==> config.mk <==
export PLATFORM = sky130hd
export DESIGN_NAME = asm_pulse_driver
export DESIGN_NICKNAME = d
export VERILOG_FILES = /design/src/rtl/asm_drv_pkg.sv /design/src/rtl/cyc_counter.sv /design/src/rtl/asm_pulse_driver.sv
export SDC_FILE = /design/constraint.sdc
export NUM_CORES = 1
export LEC_CHECK = 0
export BUFFER_PORTS_ARGS = -buffer_cell sky130_fd_sc_hd__buf_4
export CAP_MARGIN = 20
export CORE_MARGIN = 2
export CORE_UTILIZATION = 30
export CTS_BUF_LIST = sky130_fd_sc_hd__clkbuf_4
export CTS_CLUSTER_DIAMETER = 30
export DETAILED_ROUTE_END_ITERATION = 10
export GPL_TIMING_DRIVEN = 1
export HOLD_SLACK_MARGIN = 0.12
export MAX_ROUTING_LAYER = met4
export REMOVE_ABC_BUFFERS = 1
export SKIP_CTS_REPAIR_TIMING = 1
export SYNTH_ARGS = -nofsm -noshare
export SYNTH_HDL_FRONTEND = slang
export SYNTH_SLANG_ARGS = --single-unit
==> constraint.sdc <==
create_clock -name clk -period 2.9 [get_ports clk]
set_clock_uncertainty 0.1 [all_clocks]
set_input_delay 0.435 -clock clk [delete_from_list [all_inputs] [get_ports clk]]
set_output_delay 0.435 -clock clk [all_outputs]
set_load 0.02 [all_outputs]
==> src/rtl/asm_drv_pkg.sv <==
// Shared types and defaults for the s/x/g pulse driver.
// State encoding and parameter defaults live here.
package asm_drv_pkg;

  localparam int DEF_CNT_W   = 4;
  localparam int DEF_GAP     = 0;
  localparam int DEF_TIMEOUT = 32;
  localparam int DEF_TO_W    = 6;

  typedef enum logic [2:0] {
    S_IDLE  = 3'd0,
    S_START = 3'd1,
    S_DRIVE = 3'd2,
    S_GAP   = 3'd3,
    S_WAIT  = 3'd4,
    S_DONE  = 3'd5
  } state_e;

endpackage

==> src/rtl/cyc_counter.sv <==
// Cycle counter with synchronous clear and terminal compare.
// Used to time the GAP and WAIT durations of the driver.
module cyc_counter #(
  parameter int W = 6
) (
  input  logic         clk,
  input  logic         rst_n,
  input  logic         i_clr,
  input  logic         i_en,
  input  logic [W-1:0] i_limit,
  output logic         o_hit
);

  logic [W-1:0] r_cnt;

  // count up while enabled, restart from zero on clear
  always_ff @(posedge clk) begin
    if (!rst_n || i_clr) begin
      r_cnt <= '0;
    end else if (i_en) begin
      r_cnt <= r_cnt + 1'b1;
    end
  end

  assign o_hit = (r_cnt == i_limit);

endmodule

==> src/rtl/asm_pulse_driver.sv <==
// Initiator for the s/x/g start-count-acknowledge protocol.
// Strobes s, issues N x pulses, then waits for g with a timeout.
module asm_pulse_driver
  import asm_drv_pkg::*;
#(
  parameter int CNT_W   = DEF_CNT_W,
  parameter int GAP     = DEF_GAP,
  parameter int TIMEOUT = DEF_TIMEOUT,
  parameter int TO_W    = DEF_TO_W
) (
  input  logic             clk,
  input  logic             rst_n,
  input  logic             start,
  input  logic [CNT_W-1:0] num_pulses,
  input  logic             g,
  output logic             s,
  output logic             x,
  output logic             busy,
  output logic             done,
  output logic             timeout,
  output logic             early_ack,
  output logic [CNT_W-1:0] pulses_sent
);

  localparam logic [TO_W-1:0] L_GAP =
    TO_W'((GAP > 0) ? GAP - 1 : 0);
  localparam logic [TO_W-1:0] L_TO =
    TO_W'(TIMEOUT - 1);
  localparam bit HAS_GAP = (GAP > 0);

  state_e           r_state;
  state_e           w_next;
  logic [CNT_W-1:0] r_n;
  logic [CNT_W-1:0] r_ps;
  logic             r_s;
  logic             r_x;
  logic             r_busy;
  logic             r_done;
  logic             r_to;
  logic             r_ea;
  logic             w_last;
  logic             w_gap_hit;
  logic             w_wait_hit;
  logic             w_to_set;
  logic             w_accept;
  logic             w_early;

  assign w_last   = (r_ps == CNT_W'(r_n - 1'b1));
  assign w_accept = (r_state == S_IDLE) && start;
  assign w_early  = g && ((r_state == S_START) ||
                          (r_state == S_DRIVE) ||
                          (r_state == S_GAP));

  cyc_counter #(.W(TO_W)) u_gap_cnt (
    .clk     (clk),
    .rst_n   (rst_n),
    .i_clr   (r_state != S_GAP),
    .i_en    (1'b1),
    .i_limit (L_GAP),
    .o_hit   (w_gap_hit)
  );

  cyc_counter #(.W(TO_W)) u_wait_cnt (
    .clk     (clk),
    .rst_n   (rst_n),
    .i_clr   (r_state != S_WAIT),
    .i_en    (1'b1),
    .i_limit (L_TO),
    .o_hit   (w_wait_hit)
  );

  // next-state selection; g beats the timeout limit
  always_comb begin
    w_next   = r_state;
    w_to_set = 1'b0;
    case (r_state)
      S_IDLE: begin
        if (start) w_next = S_START;
      end
      S_START: begin
        w_next = S_DRIVE;
      end
      S_DRIVE: begin
        if (w_last) w_next = S_WAIT;
        else if (HAS_GAP) w_next = S_GAP;
      end
      S_GAP: begin
        if (w_gap_hit) w_next = S_DRIVE;
      end
      S_WAIT: begin
        if (g) begin
          w_next = S_DONE;
        end else if (w_wait_hit) begin
          w_next   = S_DONE;
          w_to_set = 1'b1;
        end
      end
      S_DONE: begin
        w_next = S_IDLE;
      end
      default: begin
        w_next = S_IDLE;
      end
    endcase
  end

  // state register
  always_ff @(posedge clk) begin
    if (!rst_n) begin
      r_state <= S_IDLE;
    end else begin
      r_state <= w_next;
    end
  end

  // registered strobes decoded from the state being entered
  always_ff @(posedge clk) begin
    if (!rst_n) begin
      r_s    <= 1'b0;
      r_x    <= 1'b0;
      r_busy <= 1'b0;
      r_done <= 1'b0;
    end else begin
      r_s    <= (w_next == S_START);
      r_x    <= (w_next == S_DRIVE);
      r_busy <= (w_next != S_IDLE);
      r_done <= (w_next == S_DONE);
    end
  end

  // transaction bookkeeping: count, pulses, status flags
  always_ff @(posedge clk) begin
    if (!rst_n) begin
      r_n  <= '0;
      r_ps <= '0;
      r_to <= 1'b0;
      r_ea <= 1'b0;
    end else begin
      if (w_accept) begin
        r_n  <= num_pulses;
        r_ps <= '0;
        r_to <= 1'b0;
        r_ea <= 1'b0;
      end
      if (r_state == S_DRIVE) begin
        r_ps <= r_ps + 1'b1;
      end
      if (w_early) begin
        r_ea <= 1'b1;
      end
      if (w_to_set) begin
        r_to <= 1'b1;
      end
    end
  end

  assign s           = r_s;
  assign x           = r_x;
  assign busy        = r_busy;
  assign done        = r_done;
  assign timeout     = r_to;
  assign early_ack   = r_ea;
  assign pulses_sent = r_ps;

endmodule

# Word-level counts from Yosys, hierarchy flattened
# Index checks and enable logic that the tools add are counted.
op_classes:
  n_eq_ne: 11
  n_addsub: 4
  muxes: 14
  n_reduce_logical: 13
ops:
  columns: ["cell", "n"]
  rows:
  - ["3-bit two-way mux", 5]
  - ["3-bit case mux with 5 select lines", 1]
  - ["6-bit by 1-bit adder with 6-bit output, second input constant", 2]
  - ["3-bit by 2-bit equality test with 1-bit output, second input constant", 3]
  - ["4-bit two-way mux", 2]
  - ["3-bit by 1-bit equality test with 1-bit output, second input constant", 2]
  - ["3-bit equality test, second input constant", 2]
  - ["6-bit by 5-bit equality test with 1-bit output, second input constant", 1]
  - ["6-bit zero test", 1]
  - ["1-bit two-way mux", 6]
  - ["2-bit nonzero test", 3]
  - ["4-bit by 1-bit adder with 4-bit output, second input constant", 1]
  - ["4-bit equality test", 1]
  - ["1-bit logical OR", 4]
  - ["4-bit by 1-bit subtractor with 4-bit output, second input constant", 1]
  - ["3-bit zero test", 1]
  - ["3-bit by 2-bit != test with 1-bit output, second input constant", 1]
  - ["3-bit != test, second input constant", 1]
  - ["3-bit nonzero test", 1]
  - ["1-bit logical AND", 2]
  - ["1-bit zero test", 1]
totals:
  out_inout_bits: 10
  reg_bits: 29

# Longest topological paths before layout
logic_depth:
  word_depth: 5
  ltp_mapped: 6
  ltp_nobuf: 6

# Cells and area by module
# A second synthesis with hierarchy kept.
hier_totals:
  cells_unflattened: 155
  area_unflattened_um2: 1458.9
modules_own_cells:
  columns: ["module", "area_each_um2", "n_inst", "cells_per_inst"]
  rows:
  - ["asm_pulse_driver", 840.8, 1, 89]
  - ["cyc_counter", 309.0, 2, 33]

# Worst setup path after synthesis
# OpenSTA, ideal clock, no wires.
synth_timing:
  kind: "register -> register"
  from: "reg r_n[0]"
  to: "reg r_state[1]"
  required_ps: 2685
  setup_slack_ps: 1133
  stages_incl_launch_ff: 7
  t_arrival_ps: 1553
  cell_sequence: "dfxtp_1 -> inv_1 -> ha_1 -> xnor2_1 -> nor4_1 -> a221oi_1 -> o21a_1"
synth_between:
  elab_chain_cells: 4
synth_lines:
  columns: ["item", "line", "rtl"]
  rows:
  - ["from (decl)", "asm_pulse_driver.sv:33", "logic [CNT_W-1:0] r_n;"]
  - ["from (signal assigned)", "asm_pulse_driver.sv:140", "r_n <= num_pulses;"]
  - ["4-bit by 1-bit subtractor with 4-bit output", "asm_pulse_driver.sv:48", "assign w_last = (r_ps == CNT_W'(r_n - 1'b1));"]
  - ["4-bit equality test", "asm_pulse_driver.sv:48", null]
  - ["3-bit two-way mux", "asm_pulse_driver.sv:84", "if (w_last) w_next = S_WAIT;"]
  - ["3-bit case mux with 5 select lines", "asm_pulse_driver.sv:76", "case (r_state)"]
  - ["to (signal assigned)", "asm_pulse_driver.sv:112", "r_state <= w_next;"]
  - ["to (decl)", "asm_pulse_driver.sv:31", "state_e r_state;"]
# Every way passes these cells.
# A chain may end at the register's enable or synchronous reset.

# Worst setup path in the final report
layout_timing:
  from: "reg r_n[0]"
  to: "reg r_done (netlist: done)"
layout_between:
  elab_chain_cells: 5
layout_lines:
  columns: ["item", "line", "rtl"]
  rows:
  - ["4-bit by 1-bit subtractor with 4-bit output", "asm_pulse_driver.sv:48", null]
  - ["4-bit equality test", "asm_pulse_driver.sv:48", null]
  - ["3-bit two-way mux", "asm_pulse_driver.sv:84", null]
  - ["3-bit case mux with 5 select lines", "asm_pulse_driver.sv:76", null]
  - ["3-bit equality test", "asm_pulse_driver.sv:127", "r_done <= (w_next == S_DONE);"]
  - ["to (signal assigned)", "asm_pulse_driver.sv:127", null]
  - ["to (decl)", "asm_pulse_driver.sv:38", "logic r_done;"]
# Every way passes these cells.

==> metrics <==
outcome finished clean; number of flops mapped to enable cells by yosys 0; footprint of the multi-input gates roughly 660 um^2; Arr. time, crit path slightly above 2 ns; Mapped Cells 144; max-cap violation count 0; setup repair after global routing missed its margin no; clock tree from TritonCTS done; Final Hold Viols 0; I/O pin count 18; CTS clock-pin slew for the worst setup and hold paths roughly 0.1 ns; critical path start-end classification reg -> reg; fillers roughly 440; combined global-route utilization of all metal layers 0.108; FF+latch count, synth 29; final number of max-transition violations 0; maximum frequency from static timing analysis approximately 0.53 GHz; initial antenna violation count 0; overall power of the completed layout ~0.73 mW; row count 23; Vias per Instance 4.65; DIE WIDTH between 60 and 70 um; count of cell types in the netlist 37; Critical Path End Type flop; class of the most critical hold timing path in -> reg; period utilization 0.656; fraction of synthesis flops using an asynchronous set or reset pin 0; critical-path maximum fanout 4; Clock H-tree levels 2; post-detailed-routing wire length between 2 and 2.5 mm; slowest cell delay on critical path 0.44 ns; fraction of final layout cells sized beyond drive strength 1 0.171; pwr dens about 480 nW/um^2; worst path required time around 3.0 ns; post-synth design cell area roughly 1300 um^2; standby leakage power roughly 0.56 nW; number of buffer and inverter stages on the critical path 1; detailed-route via count roughly 1,000; initial standard-cell utilization of the core 0.319; sum of negative setup slack 0 ns; final core utilization 0.370; top cells by area in the synthesized netlist dfxtp_1 (44%), nor2_1 (6.0%), ha_1 (4.8%), xor2_1 (4.7%), nand2_1 (4.3%); vias in the first global route 903; post-placement cell area about 1500 um^2; area of the placeable core around 4100 um^2; Final HPWL DP between 1.5 and 2 mm; share of Yosys cell area claimed by the top area cell type 0.445; number of warning messages in the yosys log 0; average cell area after synthesis a little over 9 um^2; number of buffers created by CTS 5; maximum vdd ir drop 0.185 mV; cell type with the highest aggregate area in the netlist dfxtp_1; later-pin clock latency in the skew report ~0.33 ns; wire length of the first global-routing pass between 3 and 4 mm; full die area around 4900 um^2; largest net degree at the start of global routing 16; commonest cells in the netlist dfxtp_1 (29), nor2_1 (21), nand2_1 (15); cell family with most CP delay simple AND/OR/NAND/NOR gates; per-cell routed wire length around 11 um; number of violations reported at the end of detailed-routing iteration 0 54; sequential-to-total area share from yosys stat 0.445; number of antenna cells inserted 0; CTS root buffer clkbuf_4; Slowest cell on crit path nor4_1; Initial DRT Pass Iterations 4; final weighted congestion in routability-driven placement ~0.77; Post-synth top flop dfxtp_1; overflow left after global routing 0; cells along the critical path inv_1 -> ha_1 -> xnor2_1 -> nor4_1 -> nand3_1 -> a221oi_2; Setup Viol. Count Final 0; post-route cell area 1510 um^2; sink count of the clock tree 29; area occupied by registers 581 um^2; cell with the most instances after synthesis dfxtp_1; slew at the pin with the worst max-slew slack 0.651 ns; total of buffers placed on input and output ports 17; antenna viol nets, final 0; layout net count approximately 180; fin crit period 1.90 ns; number of buffers on the longest clock path 2; die height 70.0 um; CP startpoint kind flop; Layout area overhead 15.7%; worst relative slew slack 0.565; total DRC errors in the routed layout 0
[stage by stage]
| stage | hold slack [ns] | std cells | setup WS (ns) |
|---|---|---|---|
| after floorplan | 0.318 | 139 | 1.13 |
| after global placement | 0.334 | 206 | 1.04 |
| after detailed placement | 0.336 | 206 | 1.04 |
| after CTS | 0.229 | 214 | 0.997 |
| after global routing | 0.243 | 214 | 0.889 |
| final | 0.242 | 214 | 0.997 |
[per-layer routing]
metal | part of all wire | routed length (um) | vias to the layer above | GRT usage
met5 | 0 | 0 | - | -
met4 | 0.029 | 69 | 0 | 0.0641
met3 | 0.041 | 98 | 7 | 0.0375
met2 | 0.41 | 963 | 17 | 0.147
met1 | 0.52 | 1230 | 442 | 0.135
li1 | - | - | 529 | -
[flip-flops by register name, indices dropped and copies added, names as in the netlist, 3 cells and up]
name              cells
r_n                   4
u_wait_cnt.r_cnt      6
pulses_sent           4
u_gap_cnt.r_cnt       6
r_state               3
[worst register-to-register path: cells and delay by family (launching register included)]
kind | cells | cell delay [ns]
AND/OR/NAND/NOR | 2 | 0.61
buffers and inverters | 1 | 0.06
AO/OA/AOI/OAI | 1 | 0.24
XOR/XNOR | 1 | 0.14
adder cells (fa/ha/maj) | 1 | 0.30
flip-flops | 1 | 0.38
[where the power goes]
group | leakage [nW] | switching (mW) | internal, mW
logic | 0.297 | 0.0421 | 0.0370
registers | 0.236 | 0.0125 | 0.409
clock network | 0.0300 | 0.139 | 0.0874
total | 0.563 | 0.194 | 0.534
[placed cells by master (no fill, tap or decap), types with 2 or more instances in the layout]
master | Yosys | layout
buf_4 | 0 | 17
nand2_1 | 15 | 15
clkinv_1 | 0 | 2
inv_1 | 9 | 9
nor2b_1 | 2 | 2
xnor2_1 | 6 | 6
dfxtp_1 | 29 | 29
nand3_1 | 7 | 7
o21ai_0 | 3 | 3
a22oi_1 | 2 | 2
clkbuf_4 | 0 | 5
nor4_1 | 3 | 3
nor3_1 | 2 | 2
ha_1 | 5 | 5
xor2_1 | 7 | 7
a21oi_1 | 8 | 8
nor2_1 | 21 | 21
[cell families (layout without fill, tap and decap cells)]
family / after synthesis / count (layout) / share of synthesized area
AOI/OAI and AO/OA: 22 / 22 / 0.121
xor gates and xnor gates: 13 / 13 / 0.0872
adders and majority gates: 5 / 5 / 0.0479
buffers and inverters: 14 / 34 / 0.0527
DFF: 29 / 29 / 0.445
muxes: 2 / 2 / 0.0163
and+or+nand+nor: 59 / 59 / 0.230
[worst paths after layout]
kind                       startpoint                  end  slack, ns  cells after the start
setup / recovery               r_n[0]                 done        1.0                      6
hold / removal          num_pulses[2]               r_n[2]       0.24                      3
setup reg to reg               r_n[0]                 done        1.0                      6
hold reg to reg   u_wait_cnt.r_cnt[0]  u_wait_cnt.r_cnt[0]       0.35                      1
[final cells by class]
class                      instances  share of cell area
multi-input combinational        101               0.434
tap                               50              0.0414
clock inverter                     3             0.00828
clock buffer                       5              0.0249
timing repair buffer              17              0.0845
sequential                        29               0.384
inverter                           9              0.0224
No activity file was read; power rests on OpenSTA's default activity.
